<file path="src/rtl/digit_scan_ctrl.sv">
// Scan controller for a binary-to-one-hot digit decoder: steps sel through 2**N
// positions with a DIV-cycle enabled dwell and BLANK cycles of blanking between positions.
module digit_scan_ctrl #(
  parameter int N     = 2,
  parameter int W     = 4,
  parameter int DIV   = 4,
  parameter int BLANK = 1
) (
  input  logic                  clk,
  input  logic                  rst,
  input  logic                  run,
  input  logic [W*(2**N)-1:0]   digits,
  output logic [N-1:0]          sel,
  output logic                  en,
  output logic [W-1:0]          dout,
  output logic                  wrap
);

  localparam int MAXC = (DIV > BLANK) ? DIV : BLANK;
  localparam int CW   = (MAXC > 1) ? $clog2(MAXC) : 1;
  localparam logic [CW-1:0] DIV_LAST = CW'(DIV - 1);
  localparam logic [CW-1:0] BLK_LAST = (BLANK > 0) ? CW'(BLANK - 1) : '0;
  localparam logic [N-1:0]  SEL_LAST = '1;

  typedef enum logic [1:0] {
    S_IDLE = 2'd0,
    S_ON   = 2'd1,
    S_BLK  = 2'd2
  } state_t;

  state_t         state_q, state_d;
  logic [N-1:0]   sel_q, sel_d;
  logic [CW-1:0]  cnt_q, cnt_d;
  logic           en_q, en_d;
  logic           wrap_q, wrap_d;
  logic [W-1:0]   dout_q, dout_d;

  // Next-state logic; en/wrap/dout are computed for the state being entered so they register cleanly.
  always_comb begin
    state_d = state_q;
    sel_d   = sel_q;
    cnt_d   = cnt_q;
    en_d    = 1'b0;
    wrap_d  = 1'b0;
    case (state_q)
      S_IDLE: begin
        cnt_d = '0;
        if (run) begin
          state_d = S_ON;
          en_d    = 1'b1;
        end else begin
          state_d = S_IDLE;
        end
      end
      S_ON: begin
        if (!run) begin
          state_d = S_IDLE;
          cnt_d   = '0;
        end else if (cnt_q == DIV_LAST) begin
          sel_d  = sel_q + N'(1);
          cnt_d  = '0;
          wrap_d = (sel_q == SEL_LAST);
          // The select advances on the same edge that enables blanking, never while enabled.
          if (BLANK > 0) begin
            state_d = S_BLK;
          end else begin
            en_d = 1'b1;
          end
        end else begin
          cnt_d = cnt_q + CW'(1);
          en_d  = 1'b1;
        end
      end
      S_BLK: begin
        if (!run) begin
          state_d = S_IDLE;
          cnt_d   = '0;
        end else if (cnt_q == BLK_LAST) begin
          state_d = S_ON;
          cnt_d   = '0;
          en_d    = 1'b1;
        end else begin
          cnt_d = cnt_q + CW'(1);
        end
      end
      default: begin
        state_d = S_IDLE;
        sel_d   = '0;
        cnt_d   = '0;
      end
    endcase
    dout_d = digits[W*sel_d +: W];
  end

  // State and output registers.
  always_ff @(posedge clk or posedge rst) begin
    if (rst) begin
      state_q <= S_IDLE;
      sel_q   <= '0;
      cnt_q   <= '0;
      en_q    <= 1'b0;
      wrap_q  <= 1'b0;
      dout_q  <= '0;
    end else begin
      state_q <= state_d;
      sel_q   <= sel_d;
      cnt_q   <= cnt_d;
      en_q    <= en_d;
      wrap_q  <= wrap_d;
      dout_q  <= dout_d;
    end
  end

  assign sel  = sel_q;
  assign en   = en_q;
  assign dout = dout_q;
  assign wrap = wrap_q;

endmodule

</file>
<file path="config.mk">
export PLATFORM = sky130hd
export DESIGN_NAME = digit_scan_ctrl
export DESIGN_NICKNAME = d
export VERILOG_FILES = /design/src/rtl/digit_scan_ctrl.sv
export SDC_FILE = /design/constraint.sdc
export NUM_CORES = 1
export LEC_CHECK = 0
export ABC_CLOCK_PERIOD_IN_PS = 2400
export CAP_MARGIN = 10
export CORE_MARGIN = 2
export CORE_UTILIZATION = 45
export DETAILED_ROUTE_END_ITERATION = 16
export PLACE_DENSITY = 0.83
export SYNTH_ARGS = -nofsm -noshare
export SYNTH_HDL_FRONTEND = slang
export SYNTH_SLANG_ARGS = --single-unit
</file>
<file path="constraint.sdc">
create_clock -name clk -period 2.4 [get_ports clk]
set_input_delay 0.24 -clock clk [delete_from_list [all_inputs] [get_ports clk]]
set_output_delay 0.24 -clock clk [all_outputs]
set_load 0.02 [all_outputs]
</file>
==> results by group <==
Synth
  • Synth unique cells: 29
  • Cell count after synthesis: 83
  • Synth Cell Area: ~830 um2
  • Post-synth top area share: 0.360
  • Synthesized Nets: between 100 and 150
  • Post-synth ARST share: 1.00
  • Top cells by area, synth: dfrtp_1 (36%), ha_1 (15%), a32oi_1 (4.2%)
  • Main synth FF type: dfrtp_1
  • EDFF count, synth: 0
  • Synth Warn #: 0
  • Sequential share of the synthesized area: 0.360
  • Avg Cell Area, Syn: between 10 and 15 um2
  • Yosys top cell by area: dfrtp_1
  • Yosys reg bits: 12

Routing
  • Router iterations before antenna repair: 4
  • Antenna violation net count after detailed routing: 0
  • Routed vias: 725
  • Per-cell routed wire length: 14.1 um
  • DR DRC count: 0
  • DR vias/cell: ~5.4
  • Drt first-iter violations: 14
  • Aggregate routed wire length: roughly 1900 um

Critical path
  • CP max-delay cell: dfrtp_1
  • Critical-path cell list: inv_1 > ha_1 > and4_4 > a311o_2 > a211oi_1 > a32oi_1
  • Crit. End Element: flop
  • Crit path largest cell delay: ~0.43 ns
  • CP startpoint kind: flop
  • Crit path max fanout: 9
  • Worst reg2reg endpoint: dout[1]$_DFF_PP0_
  • Crit Path Class: reg -> reg
  • R2R depth: 6
  • Delay-heaviest family, CP: compound AO/OA/AOI/OAI gates
  • R2R Setup Slk: ~0.44 ns
  • CP required: 2.55 ns
  • FF-to-FF Start: state_q[1]$_DFFE_PP0P_
  • Buf/Inv on CP: 1
  • WP data arrival: 2.11 ns

Cells and area
  • Synth-to-Final Area Change: 37.1%
  • Antenna Diode Count: 0
  • Area of the multi-input gates: 492 um2
  • Filler cell count: around 150
  • Post-layout util: 0.662
  • Nets@finish: 140
  • FF/Latch Area: 300 um2
  • Final instance area: 1140 um2
  • Share of cells above drive strength 1: 0.0818

Die
  • I/O pin count: 27
  • Row cnt: 15
  • Starting Density: 0.483
  • Die Ht: 47.0 um
  • Die ar.: about 2200 um2
  • Die W: ~47 um
  • Core region area: 1730 um2

Power
  • P per Cell Area: approximately 420 nW/um2
  • Static Leak: roughly 0.00048 uW
  • Peak supply drop: around 0.28 mV
  • Pwr Total: 481 uW

Timing
  • Slew margin rel.: 0.613
  • Worst clock skew: roughly 0.0030 ns
  • Final-report hold violation count: 0
  • Worst-Margin Slew: 0.580 ns
  • Final Max Slew Viols: 0
  • Setup violations, final: 0
  • Crit path time final: between 1.5 and 2 ns
  • RSZ-0062 raised after global routing: false
  • Sum of negative setup slack: 0 ns
  • Maximum operating frequency: about 510 MHz
  • Crit share post-route: 0.818

Job
  • # Max-Cap Violations: 0

Clocking
  • Clk Latency, worst-skew pair: 0.27 ns
  • Clock Path Buffers: 2
  • Post-CTS sizing: 0
  • Post-CTS setup buffer count: 0
  • CTS Hold Bufs: 0
  • Clock slew at reported path FFs: around 0.08 ns
  • Htree depth: 1
  • CTS Sinks: 12
  • Root buffer cell: clkbuf_4
  • Inserted Clock Buffers: 3
  • CTS tree: built

GRT
  • All-layer global routing usage: 0.202
  • Vias in the first global route: around 710
  • Largest net degree at the start of global routing: 21
  • First-pass GRT wire length: approximately 3100 um
  • Initial antenna violation count: 0
  • Total grt overflow: 0

Placement
  • I/O Buffers: 26
  • Placed wire-length estimate: 1490 um
  • Gp weighted congestion: between 0.8 and 0.9
  • Cell Area, Placed: between 1000 and 1500 um2

Run status
  • Run status: complete, no violations

Hold path
  • Worst Hold Class: in -> async
-- metal layers --
metal  global-route usage  wire, um  vias up
li1                     -         -      357
met1                0.271       846      344
met2                0.318       975       20
met3               0.0385        53        4
met4               0.0833        26        0
met5                    0         0        -
-- cells in the mapped netlist, drive strengths merged, types with 2 or more instances --
cell and count:
nand2 5, o21ai 9, a21oi 2, inv 6, nand2b 3, nor2 5, clkbuf 2, nor2b 2
nand3b 4, a32oi 4, nor3b 2, a211oi 4, dfrtp 12, ha 10
-- per-stage QoR --
step	setup slack (ns)	hold slack, ns	cells
after global routing	0.260	0.301	135
after floorplan	0.578	0.105	83
after CTS	0.451	0.294	135
after global placement	0.414	0.572	131
after detailed placement	0.356	0.587	131
final	0.437	0.277	135
-- worst max-delay path by stage --
stage                     cells past startpoint                 to  slack (ns)              startpoint
after floorplan                               5  dout[0]$_DFF_PP0_        0.58        sel[1]$_DFF_PP0_
after global placement                        5  dout[2]$_DFF_PP0_        0.41                     run
after detailed placement                      5  dout[1]$_DFF_PP0_        0.36                     run
after CTS                                     6  dout[1]$_DFF_PP0_        0.45  state_q[1]$_DFFE_PP0P_
after global routing                          6  dout[1]$_DFF_PP0_        0.26  state_q[1]$_DFFE_PP0P_
final                                         6  dout[1]$_DFF_PP0_        0.44  state_q[1]$_DFFE_PP0P_
-- area by class of cell --
class | count | share of cell area
Clock buffer | 4 | 0.0318
Inverter | 6 | 0.0197
Multi-Input combinational cell | 62 | 0.430
Sequential cell | 12 | 0.263
Tap cell | 25 | 0.0274
Timing Repair Buffer | 26 | 0.228
-- registers in the layout, summed over array words and instances, names as in the netlist --
name     flops
cnt_q        2
wrap         1
state_q      2
sel          2
dout         4
en           1
-- placed cells by master, fill, tap and decap left out, types with 4 or more instances in the layout --
cell | Yosys | layout
nand2_1 | 5 | 5
nor2_1 | 5 | 5
a32oi_1 | 4 | 4
nand3b_1 | 4 | 4
dfrtp_1 | 12 | 12
clkdlybuf4s50_1 | 0 | 26
a211oi_1 | 4 | 4
ha_1 | 10 | 10
inv_1 | 6 | 6
o21ai_1 | 5 | 5
o21ai_0 | 4 | 4
-- logic make-up (layout without fill, tap and decap cells) --
logic type      Yosys count  count (layout)  synth area share
flops                    12              12             0.360
simple gates             26              26             0.194
fa+ha+maj                10              10             0.150
buf+inv                   9              36            0.0496
compound gates           26              26             0.246
-- where the power goes --
group,switching [uW],internal (uW)
Sequential,6.41,210
Clock,73.0,92.1
Combinational,45.2,54.2
Total,125,357
No activity file was read; power rests on OpenSTA's default activity.
